[config.mk]
export PLATFORM = sky130hd
export DESIGN_NAME = fir_mac_sched_flat
export DESIGN_NICKNAME = d
export VERILOG_FILES = /design/src/rtl/fir_mac_sched_if.sv /design/src/rtl/fir_mac_sched.sv /design/src/flat_wrapper.sv
export SDC_FILE = /design/constraint.sdc
export NUM_CORES = 1
export LEC_CHECK = 0
export CORE_UTILIZATION = 45
export DETAILED_ROUTE_END_ITERATION = 16
export PLACE_DENSITY = 0.7
export RECOVER_POWER = 50
export REMOVE_ABC_BUFFERS = 1
export SYNTH_ARGS = -nofsm -noshare
export SYNTH_HDL_FRONTEND = slang
export SYNTH_SLANG_ARGS = --single-unit
export TNS_END_PERCENT = 10
[constraint.sdc]
create_clock -name clk -period 6.6 [get_ports clk]
set_input_delay 1.32 -clock clk [delete_from_list [all_inputs] [get_ports clk]]
set_output_delay 1.32 -clock clk [all_outputs]
set_load 0.01 [all_outputs]
[src/rtl/fir_mac_sched_if.sv]
`default_nettype none
`timescale 1ns/1ps
// ----------------------------------------------------------------------------
// fir_mac_sched_if: config bus, sample input and result/status bundle. Rev 1.0
// ----------------------------------------------------------------------------
interface fir_mac_sched_if #(
  parameter int DW    = 8,
  parameter int ACC_W = 19
);
  logic             cfg_we;
  logic [3:0]       cfg_addr;
  logic [7:0]       cfg_data;
  logic             pe_n;
  logic [DW-1:0]    sig_in;
  logic             busy;
  logic             out_valid;
  logic [ACC_W-1:0] out_data;
  logic             overrun;

  modport master (
    output cfg_we, cfg_addr, cfg_data, pe_n, sig_in,
    input  busy, out_valid, out_data, overrun
  );

  modport slave (
    input  cfg_we, cfg_addr, cfg_data, pe_n, sig_in,
    output busy, out_valid, out_data, overrun
  );
endinterface
`default_nettype wire

[src/rtl/fir_mac_sched.sv]
`default_nettype none
`timescale 1ns/1ps
// ----------------------------------------------------------------------------
// fir_mac_sched: FIR sequencer sharing one multiplier/accumulator over all taps.
// Optional FIR_BYPASS_EN: mask bit 7 routes captured samples straight out. Rev 1.0
// ----------------------------------------------------------------------------
module fir_mac_sched #(
  parameter int TAPS  = 7,
  parameter int DW    = 8,
  parameter int ACC_W = 19
) (
  input  wire logic      clk,
  input  wire logic      rst_n,
  fir_mac_sched_if.slave bus
);
  localparam int              KW        = (TAPS > 1) ? $clog2(TAPS) : 1;
  localparam logic [3:0]      MASK_ADDR = 4'(TAPS);
  localparam logic [KW-1:0]   LAST_K    = KW'(TAPS - 1);

  typedef enum logic [0:0] {S_IDLE = 1'b0, S_MAC = 1'b1} state_t;
  state_t state, state_nx;

  logic [DW-1:0]    coef [TAPS];
  logic [DW-1:0]    x    [TAPS];
  logic [TAPS-1:0]  mask;
  logic             pend_vld;
  logic [DW-1:0]    pend;
  logic [ACC_W-1:0] acc;
  logic [KW-1:0]    k;
  logic             byp_q;
  logic             out_valid_r;
  logic [ACC_W-1:0] out_data_r;
  logic             overrun_r;

  logic             sample;
  logic             last;
  logic             bypass;
  logic [2*DW-1:0]  prod;
  logic [ACC_W-1:0] term;
  logic             shift_live, shift_pend, load_pend, drop, do_bypass;

  assign sample = ~bus.pe_n;
  assign last   = (state == S_MAC) && (k == LAST_K);
  assign prod   = coef[k] * x[k];
  assign term   = mask[k] ? ACC_W'(prod) : '0;

`ifdef FIR_BYPASS_EN
  logic bypass_en;
  assign bypass = bypass_en;
`else
  assign bypass = 1'b0;
`endif

  always_ff @(posedge clk or negedge rst_n) begin
    if (!rst_n) begin
      for (int i = 0; i < TAPS; i++) coef[i] <= '0;
      mask <= '0;
`ifdef FIR_BYPASS_EN
      bypass_en <= 1'b0;
`endif
    end else if (bus.cfg_we) begin
      if (bus.cfg_addr < MASK_ADDR) begin
        coef[bus.cfg_addr[KW-1:0]] <= DW'(bus.cfg_data);
      end else if (bus.cfg_addr == MASK_ADDR) begin
        mask <= bus.cfg_data[TAPS-1:0];
`ifdef FIR_BYPASS_EN
        bypass_en <= bus.cfg_data[7];
`endif
      end
    end
  end

  always_ff @(posedge clk or negedge rst_n) begin
    if (!rst_n) state <= S_IDLE;
    else        state <= state_nx;
  end

  always_comb begin
    state_nx   = state;
    shift_live = 1'b0;
    shift_pend = 1'b0;
    load_pend  = 1'b0;
    drop       = 1'b0;
    do_bypass  = 1'b0;
    case (state)
      S_IDLE: begin
        if (sample) begin
          shift_live = 1'b1;
          if (bypass) do_bypass = 1'b1;
          else        state_nx  = S_MAC;
        end
      end
      S_MAC: begin
        if (last) begin
          // Pending is older than the live input, so it always restarts first.
          if (pend_vld) begin
            shift_pend = 1'b1;
            load_pend  = sample;
          end else if (sample) begin
            shift_live = 1'b1;
          end else begin
            state_nx = S_IDLE;
          end
        end else if (sample) begin
          if (pend_vld) drop      = 1'b1;
          else          load_pend = 1'b1;
        end
      end
      default: state_nx = S_IDLE;
    endcase
  end

  always_ff @(posedge clk or negedge rst_n) begin
    if (!rst_n) begin
      for (int i = 0; i < TAPS; i++) x[i] <= '0;
      pend_vld    <= 1'b0;
      pend        <= '0;
      acc         <= '0;
      k           <= '0;
      byp_q       <= 1'b0;
      out_valid_r <= 1'b0;
      out_data_r  <= '0;
      overrun_r   <= 1'b0;
    end else begin
      byp_q       <= do_bypass;
      out_valid_r <= last | byp_q;
      if (last)       out_data_r <= acc + term;
      else if (byp_q) out_data_r <= ACC_W'(x[0]);

      if (shift_live | shift_pend) begin
        x[0] <= shift_pend ? pend : bus.sig_in;
        for (int i = 1; i < TAPS; i++) x[i] <= x[i-1];
        acc <= '0;
        k   <= '0;
      end else if ((state == S_MAC) && !last) begin
        acc <= acc + term;
        k   <= k + KW'(1);
      end

      if (load_pend) begin
        pend     <= bus.sig_in;
        pend_vld <= 1'b1;
      end else if (shift_pend) begin
        pend_vld <= 1'b0;
      end

      if (bus.cfg_we && (bus.cfg_addr == MASK_ADDR)) overrun_r <= 1'b0;
      if (drop)                                      overrun_r <= 1'b1;
    end
  end

  assign bus.busy      = (state == S_MAC);
  assign bus.out_valid = out_valid_r;
  assign bus.out_data  = out_data_r;
  assign bus.overrun   = overrun_r;
endmodule
`default_nettype wire

[src/flat_wrapper.sv]
// flat-port wrapper written by rule: the top's interface ports become plain ports
module fir_mac_sched_flat 
#(
  parameter int TAPS  = 7,
  parameter int DW    = 8,
  parameter int ACC_W = 19
)
  (clk, rst_n, bus_cfg_we, bus_cfg_addr, bus_cfg_data, bus_pe_n, bus_sig_in, bus_busy, bus_out_valid, bus_out_data, bus_overrun);
  fir_mac_sched_if #(.DW(DW), .ACC_W(ACC_W)) bus_i ();
  input  wire logic clk;
  input  wire logic rst_n;
  input wire logic [$bits(bus_i.cfg_we)-1:0] bus_cfg_we;
  input wire logic [$bits(bus_i.cfg_addr)-1:0] bus_cfg_addr;
  input wire logic [$bits(bus_i.cfg_data)-1:0] bus_cfg_data;
  input wire logic [$bits(bus_i.pe_n)-1:0] bus_pe_n;
  input wire logic [$bits(bus_i.sig_in)-1:0] bus_sig_in;
  output wire logic [$bits(bus_i.busy)-1:0] bus_busy;
  output wire logic [$bits(bus_i.out_valid)-1:0] bus_out_valid;
  output wire logic [$bits(bus_i.out_data)-1:0] bus_out_data;
  output wire logic [$bits(bus_i.overrun)-1:0] bus_overrun;
  assign bus_i.cfg_we = bus_cfg_we;
  assign bus_i.cfg_addr = bus_cfg_addr;
  assign bus_i.cfg_data = bus_cfg_data;
  assign bus_i.pe_n = bus_pe_n;
  assign bus_i.sig_in = bus_sig_in;
  assign bus_busy = bus_i.busy;
  assign bus_out_valid = bus_i.out_valid;
  assign bus_out_data = bus_i.out_data;
  assign bus_overrun = bus_i.overrun;
  fir_mac_sched #(.TAPS(TAPS), .DW(DW), .ACC_W(ACC_W)) u_core (.clk(clk), .rst_n(rst_n), .bus(bus_i));
endmodule
==> results of run 1 <==
-- cell usage in the layout (no fill, tap or decap), types with 9 or more instances in the layout --
master / n
a21oi_1: 22
ha_1: 39
clkbuf_16: 17
fa_1: 33
o211ai_1: 19
mux2i_1: 25
o21ai_1: 9
mux4_2: 17
nand2_1: 73
mux2_2: 119
buf_6: 16
nor2_1: 71
xnor2_1: 11
nand4_1: 10
o21ai_0: 39
clkdlybuf4s50_1: 43
nor2_2: 13
o21ai_2: 10
inv_1: 53
buf_4: 98
dfrtp_1: 170
ha_4: 11
-- layout make-up --
type                       instances  share of cell area
tap                              313             0.02916
clock buffer                      17             0.03168
timing repair buffer             167              0.1119
inverter                          62             0.01733
sequential                       172              0.3207
clock inverter                    15             0.01314
multi-input combinational        680              0.4761
-- Yosys cell counts, types with 4 or more instances --
cell / n / area [µm²]
nor3_1: 6 / 30.03
a21oi_1: 29 / 145.1
nand4_1: 10 / 62.56
o21ai_0: 47 / 235.2
o21ai_1: 17 / 85.08
o31ai_1: 8 / 60.06
ha_1: 54 / 675.7
nand2_1: 73 / 274.0
nor2_1: 87 / 326.6
clkbuf_1: 21 / 78.83
or2_2: 13 / 81.33
mux2i_1: 25 / 250.2
a211oi_1: 6 / 45.04
nor2b_1: 9 / 56.30
a211o_1: 4 / 35.03
buf_2: 14 / 70.07
mux2_2: 119 / 1340
or4_1: 4 / 30.03
nand3_1: 9 / 45.04
dfrtp_1: 172 / 4304
a21o_1: 8 / 60.06
mux4_2: 17 / 382.9
inv_1: 61 / 229.0
fa_1: 37 / 740.7
xor2_1: 8 / 70.07
nand2b_1: 5 / 31.28
xnor2_1: 12 / 105.1
o211ai_1: 19 / 142.6
-- through the flow --
step / setup TNS, ns / worst slack (ns)
2_1_floorplan: -16.36 / -1.175
3_3_place_gp: -0.5254 / -0.1267
3_5_place_dp: -1.804 / -0.2455
4_1_cts: 0 / 0.009752
5_1_grt: -0.5162 / -0.07610
6_report: 0 / 0.1566
-- worst max-delay path: stages (launching register included) --
cell and delay, ns:
dfrtp_2 0.39, buf_12 0.15, buf_12 0.14, mux4_2 0.54, o21ai_4 0.22, buf_6 0.15, buf_4 0.12, nor2_1 0.06
fa_2 0.34, inv_1 0.07, fa_1 0.42, fa_1 0.46, fa_1 0.50, inv_1 0.06, ha_2 0.32, o21ai_1 0.09
o21ai_2 0.23, a31oi_4 0.13, buf_4 0.16, a21oi_1 0.19, xnor2_1 0.15, nor2_1 0.06, ha_2 0.43, nand4_1 0.22
o31ai_4 0.34, mux2_2 0.38, nand2_1 0.06
-- layer usage --
layer / wire length [µm] / up-vias
met5: 0 / -
met4: 376 / 0
met3: 739 / 27
met2: 11790 / 143
met1: 10940 / 3988
li1: - / 3651
-- worst min path at each step --
stage	endpoint	cells past startpoint	start
3_3_place_gp	u_core.bus.out_data[0]	2	u_core.bus.out_data[0]
6_report	u_core.bus.out_data[0]	2	u_core.bus.out_data[0]
4_1_cts	u_core.bus.out_data[0]	2	u_core.bus.out_data[0]
2_1_floorplan	u_core.acc[10]	2	u_core.acc[10]
3_5_place_dp	u_core.bus.out_data[0]	2	u_core.bus.out_data[0]
5_1_grt	u_core.x[7]	1	u_core.x[7]
-- timing repair --
action / 4_1_cts / 5_1_grt
cloned: 1 / 0
setup buffers: 8 / 23
pin swaps: 19 / 62
endpoints found under the setup margin: 14 / 18
gates resized for setup: 42 / 105
-- cell families (layout without fill, tap and decap cells) --
kind of cell,Yosys count,in the layout
simple gates,238,238
flops,172,172
compound gates,169,169
mux,162,162
buf+inv,102,261
fa+ha+maj,91,91
xor+xnor,20,20
-- state kept, by name (all words and copies together) (netlist names) --
signal,cells
u_core.bus.out_valid,1
u_core.coef,56
u_core.bus.busy,1
u_core.bus.out_data,19
u_core.mask,7
u_core.pend_vld,1
u_core.x,56
u_core.k,3
u_core.bus.overrun,1
u_core.acc,19
u_core.pend,8
==> results_dict.tcl, run 1 <==
set metrics [dict create \
    coreArea_um2 22780 \
    avgSynthCellArea_um2 11.05 \
    cts_sinks 172 \
    maxCapViolCount 1 \
    crit_required_ns 6.98 \
    grtUsageMet1 0.2738 \
    crit_fanout 8 \
    crit_type "reg2reg" \
    synth_seq_cells 172 \
    place_inst 1363 \
    worst_pin_slew_ns 4.280 \
    busiest_layer "met2" \
    wl_per_cell_um 16.72 \
    cts_tree "built" \
    critPathCapture "u_core.bus.out_data[17]" \
    vias 7809 \
    die_height_um 155.0 \
    syn_inst 954 \
    gp_congestion 0.8766 \
    cts_made_buffers 17 \
    use_met3 0.02730 \
    route.detailed.drc 0 \
    path_clk_slew_ns 0.07 \
    setup_viol 0 \
    drive_gt1_frac 0.3639 \
    reg2reg_from "u_core.k[0]" \
    drtPass1Iterations 4 \
    post-route-util 0.5896 \
    fp.dieW_um 155.0 \
    register_area_um2 4307 \
    dieArea_um2 24030 \
    grt_pass1_wl_mm 38.36 \
    fmax_mhz 155.2 \
    row_count 55 \
    nets 1215 \
    reg2reg_depth 26 \
    clock_latency_ns 0.45 \
    cts_hold_buffers 0 \
    cts_max_level 4 \
    synth_compound_area_frac 0.1069 \
    async_reset_ff_frac 1.000 \
    finalCritPeriodShare 0.9763 \
    grt_pass1_vias 7622 \
    area_growth_pct 27.45 \
    antenna_found_initial 0 \
    grt_usage 0.2007 \
    ant_nets 0 \
    io-pin-count 46 \
    yosysUniqueCellTypes 68 \
    finalHoldViolCount 0 \
    multi_input_area_um2 6395 \
    synth_top_family_by_area "multiplexers" \
    via_per_inst 5.476 \
    worstSetupStartpoint "u_core.k[0]" \
    slew_viol_final 173 \
    synth.area.mux_share 0.1883 \
    cts_buffer_depth 2 \
    synth_top_flop_cell "dfrtp_1" \
    hold_class "reg2reg" \
    diodes 0 \
    synth-simple-area-share 0.1062 \
    period_needed_ns 6.443 \
    r2r_slack_ns 0.16 \
    placed_cell_area_um2 11950 \
    hpwlAfterDp_mm 16.20 \
    synth-edff-count 0 \
    seq_area_frac_synth 0.4085 \
    synth_area_um2 10540 \
    synth_fa_ha_area_frac 0.1344 \
    start_util 0.4626 \
    use_met2 0.3314 \
    synth_xor_xnor_area_share 0.01662 \
    violations "capacitance limit, slew limit" \
    fin_area_um2 13430 \
    finClkSkew_ns 0.01252 \
    worstReg2RegEnd "u_core.bus.out_data[17]" \
    port_buffers 45 \
    first_iter_violations 492 \
    start_kind "flip-flop" \
    cts-root-buf "clkbuf_16" \
    crit_arrival_ns 6.82 \
    status "finished with violations" \
    end_kind "flip-flop" \
    grt_max_degree 173 \
    fin_cells 1426 \
    grt_overflow 0 \
    routed_wl_mm 23.84 \
    yosys_warnings 0 \
    slew_headroom -1.853 \
    nFillCells 1779 \
    hold_slack_ns 0.4790 \
]
Power of run 1 is not shown: default switching activity piles up to over one toggle a cycle in this logic, so the estimate is an artifact.
==> run 2, diff against run 1 <==
--- a/config.mk
+++ b/config.mk
@@ -7,7 +7,8 @@
 export LEC_CHECK = 0
 export CORE_UTILIZATION = 45
 export DETAILED_ROUTE_END_ITERATION = 16
-export PLACE_DENSITY = 0.7
+export DONT_BUFFER_PORTS = 1
+export PLACE_DENSITY = 0.67
 export RECOVER_POWER = 50
 export REMOVE_ABC_BUFFERS = 1
 export SYNTH_ARGS = -nofsm -noshare
==> run 2 against run 1 <==
Compared with the run above: the flow now finishes without violations; wire length decreased by 2.8%; clock skew decreased by 0.00065 ns; setup slack got worse by 0.050 ns; utilization decreased by 3.1 points; via count decreased by 4.2%; first-iteration DRC count decreased by 18%; critical path depth increased by 3; flip-flop and latch count unchanged; final cell count decreased by 3.7%; worst hold slack improved by 0.011 ns; highest routed layer unchanged.
==> results_dict.tcl, run 2 (synthesized netlist as in run 1, its figures left out) <==
set metrics [dict create \
    die_height_um 155.0 \
    r2r_slack_ns 0.11 \
    ant_nets 0 \
    status "finished, final reports clean" \
    slew_viol_final 0 \
    gp_congestion 0.9056 \
    cts_hold_buffers 0 \
    grt_setup_unrepaired "yes" \
    clock_latency_ns 0.44 \
    worstReg2RegEnd "u_core.bus.out_data[18]" \
    antenna_found_initial 0 \
    grt_pass1_vias 7661 \
    finalCritPeriodShare 0.9839 \
    end_kind "flip-flop" \
    cp_slowest_cell "fa_1" \
    nFillCells 1864 \
    nets 1162 \
    first_iter_violations 405 \
    cts_buffer_depth 2 \
    critPathCapture "u_core.bus.out_data[18]" \
    io-pin-count 46 \
    cts_tree "built" \
    coreArea_um2 22780 \
    fin_area_um2 12720 \
    path_clk_slew_ns 0.07 \
    hold_slack_ns 0.4895 \
    via_per_inst 5.449 \
    period_needed_ns 6.494 \
    hold_class "reg2reg" \
    finalHoldViolCount 0 \
    row_count 55 \
    vias 7481 \
    dieArea_um2 24030 \
    maxCapViolCount 0 \
    crit_required_ns 6.98 \
    worstSetupStartpoint "u_core.k[0]" \
    grt_max_degree 173 \
    routed_wl_mm 23.17 \
    fmax_mhz 154.0 \
    route.detailed.drc 0 \
    final_cell_mix "dfrtp_1, mux2_2, buf_4, nor2_1, nand2_1" \
    port_buffers 0 \
    drtPass1Iterations 5 \
    cts_made_buffers 17 \
    fp.dieW_um 155.0 \
    grt_overflow 0 \
    setup_viol 0 \
    cts_sinks 172 \
    multi_input_area_um2 6282 \
    reg2reg_depth 29 \
    start_util 0.4626 \
    grt_pass1_wl_mm 37.72 \
    worst_pin_slew_ns 0.9703 \
    crit_fanout 8 \
    timing.setup.tns_ns 0 \
    wl_per_cell_um 16.88 \
    hpwlAfterDp_mm 15.76 \
    start_kind "flip-flop" \
    final_common_cell "dfrtp_1" \
    placed_cell_area_um2 11460 \
    largestRegisters "u_core.coef x56, u_core.x x56" \
    slew_headroom 0.3531 \
    finClkSkew_ns 0.01186 \
    slowest_delay_ns 0.53 \
    register_area_um2 4305 \
    cts_max_level 4 \
    crit_arrival_ns 6.87 \
    drive_gt1_frac 0.3575 \
    grt_usage 0.1973 \
    area_growth_pct 20.72 \
    diodes 0 \
    post-route-util 0.5585 \
    cts-root-buf "clkbuf_16" \
    cp_common_cell "fa_1" \
    reg2reg_from "u_core.k[0]" \
    crit_type "reg2reg" \
]
[run 2: changes by cell type in the layout (fill, tap and decap cells not counted), moves of 5 or more]
cell             before  now
clkinv_8              5    0
or2_4                 7    2
buf_6                16   11
ha_1                 39   45
clkdlybuf4s50_1      43    0
[run 2: worst min path at each step]
stage	start	to	depth (start not counted)	slack (ns)
after floorplan	u_core.acc[10]	u_core.acc[10]	2	0.46
after global placement	u_core.x[7]	u_core.x[7]	1	0.47
after detailed placement	u_core.x[7]	u_core.x[7]	1	0.48
after CTS	u_core.x[7]	u_core.x[7]	1	0.50
after global routing	u_core.x[7]	u_core.x[7]	1	0.52
final	u_core.x[7]	u_core.x[7]	1	0.49
[run 2: area by class of cell]
type                            instances  share of cell area
Inverter                               62             0.01829
Multi-Input combinational cell        680              0.4939
Clock buffer                           19             0.03403
Tap cell                              313             0.03079
Timing Repair Buffer                  114             0.07259
Sequential cell                       172              0.3384
Clock inverter                         13             0.01200
[run 2: repair_timing]
item | in CTS | in global routing
cloned | 0 | 1
pin swaps | 2 | 52
buffers inserted | 0 | 20
resized for setup | 10 | 106
endpoints found under the setup margin | 7 | 18
hold endpoints to repair | 0 | 0
[run 2: worst max-delay path: cells and delay by family, from the launching register on]
family          cells  cell delay (ns)
mux                 1             0.11
buf+inv             8             1.05
compound gates      8             1.37
simple gates        5             0.66
xor+xnor            1             0.15
flops               1             0.47
fa+ha+maj           6             2.62
[run 2: per-layer routing]
| layer | global-route usage | routed length, µm | vias to the layer above |
|---|---|---|---|
| met2 | 0.3284 | 11690 | 151 |
| met5 | 0 | 0 | - |
| met1 | 0.2580 | 10170 | 3758 |
| met3 | 0.03983 | 886 | 30 |
| met4 | 0.06412 | 423 | 0 |
| li1 | - | - | 3542 |
[run 2: through the flow]
stage	instances	setup slack (ns)
6_report	1373	0.1064
5_1_grt	1373	-0.1671
4_1_cts	1352	-0.02816
3_5_place_dp	1320	-0.2027
3_3_place_gp	1320	-0.1236
2_1_floorplan	914	-1.175
Power of run 2 is left out for the same reason.
==> run 3, diff against run 2 <==
--- a/config.mk
+++ b/config.mk
@@ -5,6 +5,8 @@
 export SDC_FILE = /design/constraint.sdc
 export NUM_CORES = 1
 export LEC_CHECK = 0
+export CAP_MARGIN = 0
+export CORE_ASPECT_RATIO = 2
 export CORE_UTILIZATION = 45
 export DETAILED_ROUTE_END_ITERATION = 16
 export DONT_BUFFER_PORTS = 1
==> run 3 against run 2 <==
Compared with the run above: via count grew 0.47%; wire length increased by 4.6%; final cell count decreased by 2.3%; register-to-register slack about the same; utilization rose by 0.17 points; flip-flop and latch count unchanged; die area is 0.15% higher; non-clock buffer count increased by 1; global-route usage rose by 1.6 points; setup slack got worse by 0.012 ns; first-iteration DRC count is 7.7% higher; critical path type unchanged.
==> results_dict.tcl, run 3 (synthesized netlist as in run 1, its figures left out) <==
set metrics [dict create \
    status "finished, final reports clean" \
    die_height_um 218.4 \
    nFillCells 1929 \
    routed_wl_mm 24.25 \
    nets 1163 \
    highest_layer "met4" \
    crit_arrival_ns 6.90 \
    wl_met2_mm 13.91 \
    r2r_slack_ns 0.09 \
    cts_tree "built" \
    fp.dieW_um 110.2 \
    fmax_mhz 153.7 \
    wl_per_cell_um 18.08 \
    timing.setup.tns_ns 0 \
    grt_setup_unrepaired "yes" \
    route.detailed.drc 0 \
    reg2reg_from "u_core.k[0]" \
    grt_usage 0.2137 \
    wl_met3_um 574 \
    final_common_cell "dfrtp_1" \
    critPathCapture "u_core.bus.out_data[17]" \
    start_kind "flip-flop" \
    cts_made_buffers 17 \
    grt_pass1_wl_mm 38.90 \
    grt_overflow 0 \
    vias 7516 \
    clock_latency_ns 0.45 \
    via_per_inst 5.605 \
    crit_required_ns 6.99 \
    worstReg2RegEnd "u_core.bus.out_data[17]" \
    final_cell_mix "dfrtp_1, mux2_2, buf_4, nor2_1, nand2_1" \
    gp_congestion 0.9155 \
    slowest_delay_ns 0.51 \
    worstSetupStartpoint "u_core.k[0]" \
    wl_met1_mm 8.840 \
    cts_max_level 4 \
    hold_class "reg2reg" \
    end_kind "flip-flop" \
    cp_common_cell "fa_1" \
    cts_hold_buffers 0 \
    grt_pass1_vias 7943 \
    area_growth_pct 21.40 \
    diodes 0 \
    first_iter_violations 436 \
    drive_gt1_frac 0.3563 \
    crit_type "reg2reg" \
    coreArea_um2 22840 \
    finalCritPeriodShare 0.9856 \
    cts-root-buf "clkbuf_16" \
    crit_fanout 7 \
    cts_sinks 172 \
    ant_nets 0 \
    drtPass1Iterations 4 \
    worst_pin_slew_ns 0.9634 \
    slew_viol_final 0 \
    port_buffers 0 \
    path_clk_slew_ns 0.07 \
    finClkSkew_ns 0.008579 \
    reg2reg_depth 28 \
    slew_headroom 0.3561 \
    maxCapViolCount 0 \
    register_area_um2 4307 \
    multi_input_area_um2 6291 \
    hpwlAfterDp_mm 17.55 \
    io-pin-count 46 \
    hold_slack_ns 0.4964 \
    grt_max_degree 173 \
    row_count 78 \
    finalHoldViolCount 0 \
    antenna_found_initial 0 \
    dieArea_um2 24070 \
    setup_viol 0 \
    cts_buffer_depth 2 \
    start_util 0.4614 \
    cp_slowest_cell "fa_1" \
    largestRegisters "u_core.coef x56, u_core.x x56" \
    period_needed_ns 6.505 \
]
==> run 3: cell types whose count changed in the layout (fill, tap and decap cells not counted), moves of 3 or more <==
cell,delta
buf_6,+5
buf_4,-9
o21ai_0,-3
o21ai_4,+4
nor2_1,+4
buf_12,+3
inv_8,+3
==> run 3: final cells by class <==
| type | instances | area share |
|---|---|---|
| multi-input cells | 680 | 0.4918 |
| flip-flops and latches | 172 | 0.3367 |
| repair buffers | 115 | 0.07834 |
| clock buffers | 18 | 0.03433 |
| well taps | 280 | 0.02739 |
| inverters | 62 | 0.01819 |
| clock inverters | 14 | 0.01330 |
==> run 3: metrics by stage <==
step           utilization  setup slack (ns)  cells  cell area, µm²
2_1_floorplan            -            -1.175    914           10360
3_3_place_gp        0.5007           -0.1758   1284           11430
3_5_place_dp        0.5007           -0.2612   1284           11430
4_1_cts             0.5317          -0.03488   1316           12140
5_1_grt             0.5602           -0.1562   1341           12790
6_report            0.5602           0.09478   1341           12790
==> run 3: critical path, delay by kind of cell (launching register included) <==
kind,cells,cell delay [ns]
compound gates,6,1.22
buf+inv,9,1.02
xor+xnor,1,0.15
flops,1,0.44
fa+ha+maj,6,2.58
simple gates,4,0.63
mux,2,0.42
==> run 3: metal layers <==
| metal | track usage | up-vias |
|---|---|---|
| met2 | 0.4027 | 111 |
| met4 | 0.1096 | 0 |
| met5 | 0 | - |
| met3 | 0.03460 | 58 |
| met1 | 0.2189 | 3800 |
| li1 | - | 3547 |
==> run 3: worst min path at each step <==
stage	depth (start not counted)	end	from	slack (ns)
final	2	u_core.acc[4]	u_core.acc[4]	0.50
after global routing	1	u_core.coef[54]	u_core.coef[54]	0.51
after CTS	2	u_core.acc[4]	u_core.acc[4]	0.50
after detailed placement	2	u_core.acc[4]	u_core.acc[4]	0.48
after global placement	2	u_core.acc[8]	u_core.acc[8]	0.47
after floorplan	2	u_core.acc[10]	u_core.acc[10]	0.46
==> run 3: repair_timing <==
item,CTS,global route
gates resized for setup,22,105
gates cloned,0,1
setup buffers,0,24
endpoints found under the hold margin,0,0
endpoints found under the setup margin,14,19
pin swaps,9,66
Power of run 3 is left out for the same reason.
